<file path="src/rtl/serial_add_ctrl.sv">
// serial_add_ctrl
//   Bit-serial addition controller. Drives one external 1-bit full-adder cell
//   over WIDTH cycles to form a_in + b_in + cin_in, LSB first. It owns the
//   operand shift registers, the carry flop, the sum register and the bit
//   counter.
//
// Ports
//   clk, rst          system clock; synchronous active-high reset
//   start             request, sampled only while idle
//   a_in, b_in        WIDTH-bit operands, captured when start is accepted
//   cin_in            carry-in, captured when start is accepted
//   fa_a, fa_b        to the full adder: current operand LSBs (0 when not running)
//   fa_cin            to the full adder: running carry (0 when not running)
//   fa_sout, fa_cout  from the full adder: sum bit and carry-out
//   busy              high while bits are being added
//   done              one-cycle pulse when sum_out/cout_out are valid
//   sum_out, cout_out result, held until the next accepted start
module serial_add_ctrl #(
  parameter int unsigned WIDTH = 8
) (
  input  logic             clk,
  input  logic             rst,
  input  logic             start,
  input  logic [WIDTH-1:0] a_in,
  input  logic [WIDTH-1:0] b_in,
  input  logic             cin_in,
  output logic             fa_a,
  output logic             fa_b,
  output logic             fa_cin,
  input  logic             fa_sout,
  input  logic             fa_cout,
  output logic             busy,
  output logic             done,
  output logic [WIDTH-1:0] sum_out,
  output logic             cout_out
);

  localparam int unsigned CW = (WIDTH > 1) ? $clog2(WIDTH) : 1;
  localparam logic [CW-1:0] LAST = CW'(WIDTH - 1);

  localparam logic [1:0] S_IDLE = 2'b00;
  localparam logic [1:0] S_RUN  = 2'b01;
  localparam logic [1:0] S_DONE = 2'b10;

  logic [1:0]       state;
  logic [1:0]       state_nxt;
  logic             accept;
  logic             last_bit;
  logic [WIDTH-1:0] a_sh;
  logic [WIDTH-1:0] b_sh;
  logic [WIDTH-1:0] sum_sh;
  logic [WIDTH-1:0] sum_nxt;
  logic             carry_q;
  logic [CW-1:0]    count;

  // State register
  always_ff @(posedge clk) begin
    if (rst) begin
      state <= S_IDLE;
    end else begin
      state <= state_nxt;
    end
  end

  // Next-state decode
  always_comb begin
    state_nxt = state;
    accept    = 1'b0;
    last_bit  = 1'b0;
    case (state)
      S_IDLE: begin
        if (start) begin
          accept    = 1'b1;
          state_nxt = S_RUN;
        end
      end
      S_RUN: begin
        if (count == LAST) begin
          last_bit  = 1'b1;
          state_nxt = S_DONE;
        end
      end
      S_DONE: begin
        state_nxt = S_IDLE;
      end
      default: begin
        state_nxt = S_IDLE;
      end
    endcase
  end

  // New sum bit enters at the MSB; after WIDTH shifts the LSB is at bit 0
  if (WIDTH == 1) begin : g_sum_w1
    assign sum_nxt = fa_sout;
  end else begin : g_sum_wn
    assign sum_nxt = {fa_sout, sum_sh[WIDTH-1:1]};
  end

  // Datapath and registered status
  always_ff @(posedge clk) begin
    if (rst) begin
      busy     <= 1'b0;
      done     <= 1'b0;
      a_sh     <= '0;
      b_sh     <= '0;
      sum_sh   <= '0;
      carry_q  <= 1'b0;
      count    <= '0;
      sum_out  <= '0;
      cout_out <= 1'b0;
    end else begin
      busy <= (state_nxt == S_RUN);
      done <= (state_nxt == S_DONE);
      if (accept) begin
        a_sh    <= a_in;
        b_sh    <= b_in;
        carry_q <= cin_in;
        count   <= '0;
        sum_sh  <= '0;
      end else if (state == S_RUN) begin
        sum_sh  <= sum_nxt;
        carry_q <= fa_cout;
        a_sh    <= a_sh >> 1;
        b_sh    <= b_sh >> 1;
        // Hold on the final bit so the counter never wraps mid-operation
        if (!last_bit) begin
          count <= count + CW'(1);
        end
        if (last_bit) begin
          sum_out  <= sum_nxt;
          cout_out <= fa_cout;
        end
      end
    end
  end

  // Adder inputs are gated so a shared cell sees zeros when not running
  assign fa_a   = busy & a_sh[0];
  assign fa_b   = busy & b_sh[0];
  assign fa_cin = busy & carry_q;

endmodule
</file>
<file path="config.mk">
export PLATFORM = sky130hd
export DESIGN_NAME = serial_add_ctrl
export DESIGN_NICKNAME = d
export VERILOG_FILES = /design/src/rtl/serial_add_ctrl.sv
export SDC_FILE = /design/constraint.sdc
export NUM_CORES = 1
export LEC_CHECK = 0
export BUFFER_PORTS_ARGS = -buffer_cell sky130_fd_sc_hd__buf_2
export CAP_MARGIN = 20
export CORE_AREA = 2 2 64 66
export DETAILED_ROUTE_END_ITERATION = 7
export DIE_AREA = 0 0 66 68
export HOLD_SLACK_MARGIN = 0.03
export PLACE_DENSITY = 0.75
export REMOVE_ABC_BUFFERS = 1
export SYNTH_ARGS = -nofsm -noshare
export SYNTH_HDL_FRONTEND = slang
export SYNTH_SLANG_ARGS = --single-unit
</file>
<file path="constraint.sdc">
create_clock -name clk -period 1.65 [get_ports clk]
set_clock_uncertainty 0.1 [all_clocks]
set_input_delay 0.4125 -clock clk [delete_from_list [all_inputs] [get_ports clk]]
set_output_delay 0.4125 -clock clk [all_outputs]
set_load 0.02 [all_outputs]
</file>
==> results of run 1 <==
power by group through the flow:
| stage | Combinational [W] | Clock (W) | Sequential (W) |
|---|---|---|---|
| 2_1_floorplan | 0.000127 | 0 | 0.00105 |
| 5_1_grt | 0.000246 | 0.000830 | 0.00104 |
| 6_report | 0.000221 | 0.000767 | 0.00104 |
| 3_5_place_dp | 0.000218 | 0 | 0.00106 |
| 4_1_cts | 0.000220 | 0.000786 | 0.00104 |
| 3_3_place_gp | 0.000217 | 0 | 0.00106 |
worst max-delay path by stage:
stage          startpoint  cells after the start          to  slack [ps]
2_1_floorplan    state[0]                      3     a_sh[6]        -380
3_3_place_gp     count[0]                      5  sum_out[1]         140
3_5_place_dp     count[0]                      5  sum_out[4]          80
4_1_cts          count[0]                      5  sum_out[4]          20
5_1_grt          state[0]                      4     b_sh[2]           1
6_report         count[0]                      5    count[0]         130
flip-flops by register name (all words and copies together) (netlist names):
| signal | flops |
|---|---|
| a_sh | 8 |
| b_sh | 8 |
| busy | 1 |
| carry_q | 1 |
| count | 3 |
| cout_out | 1 |
| done | 1 |
| state | 2 |
| sum_out | 8 |
| sum_sh | 7 |
cell usage after synthesis (2+ instances only):
master,count,area (um2)
and2_1,3,18.8
buf_2,3,15.0
a21oi_1,32,160
a211oi_1,15,113
ha_1,2,25.0
nor2_1,17,63.8
nand2_1,39,146
nand3_1,11,55.1
buf_6,3,33.8
nor2_2,4,25.0
clkbuf_1,3,11.3
o22ai_1,3,18.8
o21ai_0,2,10.0
buf_4,5,37.5
dfxtp_1,40,801
inv_1,2,7.51
nand2b_1,2,12.5
cell families (layout without fill, tap and decap cells):
logic type	after synthesis	in the layout
AND/OR/NAND/NOR	82	82
AO/OA/AOI/OAI	53	53
flip-flops	40	40
buffers and inverters	17	53
adder cells (fa/ha/maj)	2	2
XOR/XNOR	1	1
routing by layer:
metal	wire [um]	track usage, %	vias to the layer above
li1	-	-	729
met1	1600	20.0	638
met2	1600	23.7	28
met3	152	4.61	3
met4	29	6.12	0
met5	0	0	-
critical path: stages, from the launching register on:
cell and delay [ps]:
dfxtp_1 330, ha_1 200, ha_1 250, nor3b_2 310, xnor2_1 160, nor2_1 60
repair_timing:
action,CTS,global route
resized for setup,0,1
endpoints found under the setup margin,0,11
buffers inserted,0,1
layout make-up:
cell class,count,area [um2]
Tap cell,50,62.6
Sequential cell,40,801
Clock inverter,2,35.0
Clock buffer,6,72.6
Inverter,2,7.51
Fill cell,387,1890
Multi-Input combinational cell,138,737
Timing Repair Buffer,43,248
metrics by stage:
stage | util [%] | instance area (um2)
floorplan | - | 1540
global placement | 47.8 | 1840
detailed placement | 47.8 | 1840
CTS | 50.6 | 1950
global route | 50.9 | 1960
finish | 50.9 | 1960
==> results.yml, run 1 <==
clock_network:
  numCtsBuffers: 5
  clk_latency_ps: 290
  hold_buffers: 0
  cts_num_sinks: 40
  cts.root.buffer_cell: "clkbuf_8"
  clk_path_buf_depth: 2
  cts_tree: "yes"
  path_clk_slew_ps: 70
  cts_htree_levels: 2
floorplan:
  initial_core_util_pct: 42.5
  die_w_um: 66
  rows: 23
  die_h_um: 68
  dieArea_um2: 4490
  io_pins: 36
  core-area_um2: 3860
finish:
  layout_commonest_cell: "dfxtp_1"
  drive_above_1_share_pct: 25.5
  n_antenna_cell: 0
  final_cell_mix: "dfxtp_1 (40), nand2_1 (39), buf_2 (35)"
  stdcell_count: 281
  area_delta_synth_final_pct: 19.8
  final_nets: 254
sta:
  fin_hold_ws_ps: 258
  finalHoldViolCount: 0
  period_minus_slack_ps: 1520
  slew_headroom_pct: 73.5
  setup_viol: 0
  finalMaxSlewViolations: 0
  fin_crit_sh_pct: 92.2
  worst-slew-pin-transition_ps: 397
  rsz0062_at_grt: "no"
  timing.final.ws_setup_ps: 128
  max_clock_freq_ghz: 0.657
  tns_ps: 0
global_route:
  grt_pass1_vias: 1149
  antenna_found_initial: 0
  grt_pass1_wl_um: 5220
  gr-total-overflow: 0
  grt_max_degree: 24
  track_usage_pct: 15.3
drt:
  wire_per_inst_um: 12.0
  ant_nets: 0
  firstDrtPassIters: 4
  vias: 1398
  routed_wl_um: 3380
  drc: 0
  drt_iter0_drc: 95
  avgViaCountPerCell: 4.98
synth:
  synth_fa_ha_area_share_pct: 1.53
  synth_cell_types: 26
  synthMuxAreaShare_pct: 0
  synth_top_family_by_area: "simple AND/OR/NAND/NOR gates"
  syn_inst: 195
  synth-xor-area-share_pct: 0.534
  ys_warn_count: 0
  synthArstFlopShare_pct: 0
  yosysSeqAreaShare_pct: 48.9
  netlist_area_um2: 1640
  yosys.area_share.simple_pct: 23.4
  ys_dominant_reg_cell: "dfxtp_1"
  synth-compound-area-share_pct: 19.0
  synth_edf_count: 0
  syn-mean-instance-area_um2: 8.41
  synth-seq-cells: 40
worst_hold_path:
  whs_endpoint: "a_sh[7]"
  hold_depth: 3
  min_from: "a_in[7]"
  hp-class: "in -> reg"
pwr:
  combPwrFrac_pct: 10.9
  switching_share_pct: 23.3
  power_density_nw_per_um2: 1030
  pwr-share-seq_pct: 51.2
  p_leak_nw: 0.782
  ir_worst_vdd_v: 0.000385
  p_int_w: 0.00155
  p_total_w: 0.00203
  clkPwrFrac_pct: 37.9
  p_sw_w: 0.000473
setup_path:
  worstPathMaxFanout: 4
  r2r_start: "count[0]"
  rrSetupSlack_ps: 130
  r2r_cells: 5
  crit_arrival_ps: 1590
  critPathLaunchType: "flip-flop"
  crit_path_end_kind: "flip-flop"
  path_class: "reg -> reg"
  required_ps: 1720
  r2r-end: "count[0]"
place:
  portBuffers: 35
  dpl.hpwl_um: 2200
  gp_congestion: 0.735
  dpl_worst_slack_ps: 84.8
  dp.cells: 272
job:
  maxCapViolCount: 0
run_status:
  outcome: "finished clean"
No activity file was read; power rests on OpenSTA's default activity.
==> run 2, diff against run 1 <==
--- a/config.mk
+++ b/config.mk
@@ -7,12 +7,16 @@
 export LEC_CHECK = 0
 export BUFFER_PORTS_ARGS = -buffer_cell sky130_fd_sc_hd__buf_2
 export CAP_MARGIN = 20
-export CORE_AREA = 2 2 64 66
+export CELL_PAD_IN_SITES_DETAIL_PLACEMENT = 1
+export CELL_PAD_IN_SITES_GLOBAL_PLACEMENT = 2
+export CORE_AREA = 2 2 75 77
+export CTS_BUF_LIST = sky130_fd_sc_hd__clkbuf_8
 export DETAILED_ROUTE_END_ITERATION = 7
-export DIE_AREA = 0 0 66 68
+export DIE_AREA = 0 0 77 79
 export HOLD_SLACK_MARGIN = 0.03
-export PLACE_DENSITY = 0.75
+export PLACE_DENSITY = 0.87
 export REMOVE_ABC_BUFFERS = 1
+export SKIP_CTS_REPAIR_TIMING = 1
 export SYNTH_ARGS = -nofsm -noshare
 export SYNTH_HDL_FRONTEND = slang
 export SYNTH_SLANG_ARGS = --single-unit
==> run 2 against run 1 <==
  * Worst hold slack worse by 2.8 ps
  * Power is 4.4% lower
  * Critical path depth stayed put
  * Routed wire length is 8.7% higher
  * First-iteration DRC count is 41% lower
  * Non-clock buffer count is 3 higher
  * Core utilization is 13 points lower
  * Sequential cell count stayed put
  * Clock-buffer cell count stayed put
  * Clock power is 14% lower
  * Cell area is 2.2% higher
  * Largest cell class unchanged
==> results.yml, run 2 (synthesized netlist as in run 1, its figures left out) <==
global_route:
  grt_max_degree: 19
  grt_pass1_wl_um: 6340
  antenna_found_initial: 0
  grt_pass1_vias: 1343
  track_usage_pct: 13.1
  gr-total-overflow: 0
drt:
  wire_per_inst_um: 12.0
  wl_met1_um: 1780
  wl_met2_um: 1700
  firstDrtPassIters: 4
  ant_nets: 0
  vias: 1430
  drc: 0
  wl_met3_um: 155
  highest_layer: "met4"
  avgViaCountPerCell: 4.67
  routed_wl_um: 3680
  drt_iter0_drc: 56
finish:
  n_antenna_cell: 0
  layout_commonest_cell: "dfxtp_1"
  fin_util_pct: 37.6
  area_delta_synth_final_pct: 22.4
  drive_above_1_share_pct: 26.9
  final_cell_mix: "dfxtp_1 (40), nand2_1 (39), buf_2 (35)"
  regArea_um2: 801
  final_nets: 257
  largestRegisters: "a_sh: 8 flops, b_sh: 8 flops, sum_out: 8 flops"
  multi_input_area_um2: 732
  n_fill_cell: 680
  stdcell_count: 306
floorplan:
  core-area_um2: 5340
  die_h_um: 79
  initial_core_util_pct: 30.7
  io_pins: 36
  die_w_um: 77
  rows: 27
  dieArea_um2: 6080
setup_path:
  worstPathMaxFanout: 6
  crit_family: "adder cells"
  crit_path_end_kind: "flip-flop"
  critPathLaunchType: "flip-flop"
  path_cells: "ha_1, ha_1, nor3b_2, xnor2_1, nor2_1"
  crit_arrival_ps: 1610
  crit_buf_inv: 0
  cpMostUsedCell: "ha_1"
  path_class: "reg -> reg"
  required_ps: 1740
  r2r_cells: 5
  cp_slowest_cell: "dfxtp_1"
  cp.depth: 5
  slowest_delay_ps: 330
sta:
  timing.final.ws_setup_ps: 130
  finalHoldViolCount: 0
  rsz0062_at_grt: "no"
  slew_headroom_pct: 77.8
  max_clock_freq_ghz: 0.658
  period_minus_slack_ps: 1520
  tns_ps: 0
  fin_crit_sh_pct: 92.2
  worst-slew-pin-transition_ps: 333
  finalMaxSlewViolations: 0
  setup_viol: 0
run_status:
  outcome: "finished clean"
clock_network:
  path_clk_slew_ps: 70
  clk_path_buf_depth: 2
  cts_num_sinks: 40
  numCtsBuffers: 5
  cts_tree: "yes"
  clk_latency_ps: 290
  cts.root.buffer_cell: "clkbuf_8"
  cts_htree_levels: 2
place:
  dpl.hpwl_um: 2610
  dpl_worst_slack_ps: 108
  dp.cells: 298
  gp_congestion: 0.764
  portBuffers: 35
worst_hold_path:
  hold_depth: 3
  hp-class: "in -> reg"
pwr:
  power_density_nw_per_um2: 965
  ir_worst_vdd_v: 0.000390
  p_leak_nw: 0.795
job:
  maxCapViolCount: 0
run 2: layer usage:
layer	vias up	track usage, %
met5	-	0
met4	0	5.36
met3	6	3.52
met2	29	20.2
met1	661	17.5
li1	734	-
run 2: per-stage QoR:
step           power [W]  hold WS [ps]  cell area [um2]
6_report         0.00194           256             2010
5_1_grt          0.00205           257             2010
4_1_cts          0.00197           247             2010
3_5_place_dp     0.00130           349             1910
3_3_place_gp     0.00130           342             1910
2_1_floorplan    0.00118           332             1540
run 2: final cells by class:
class	instances	area share, %
Inverter	2	0.374
Clock inverter	2	0.499
Clock buffer	6	4.12
Sequential cell	40	39.9
Timing Repair Buffer	46	14.1
Tap cell	72	4.49
Multi-Input combinational cell	138	36.5
run 2: where the power goes:
group | internal [W] | switching (W)
sequential | 0.00101 | 0.0000259
clock | 0.000333 | 0.000329
combinational | 0.000106 | 0.000131
total | 0.00145 | 0.000486
run 2: worst paths after layout:
kind / start / to / slack, ps
worst min-delay path: a_in[7] / a_sh[7] / 260
worst max-delay path: count[0] / count[0] / 130
worst max register to register: count[0] / count[0] / 130
worst min register to register: sum_out[0] / sum_out[0] / 360
run 2: worst min-delay path: cells and delay by family:
kind	cells	cell delay (ps)
buf+inv	1	90
compound gates	1	50
simple gates	1	50
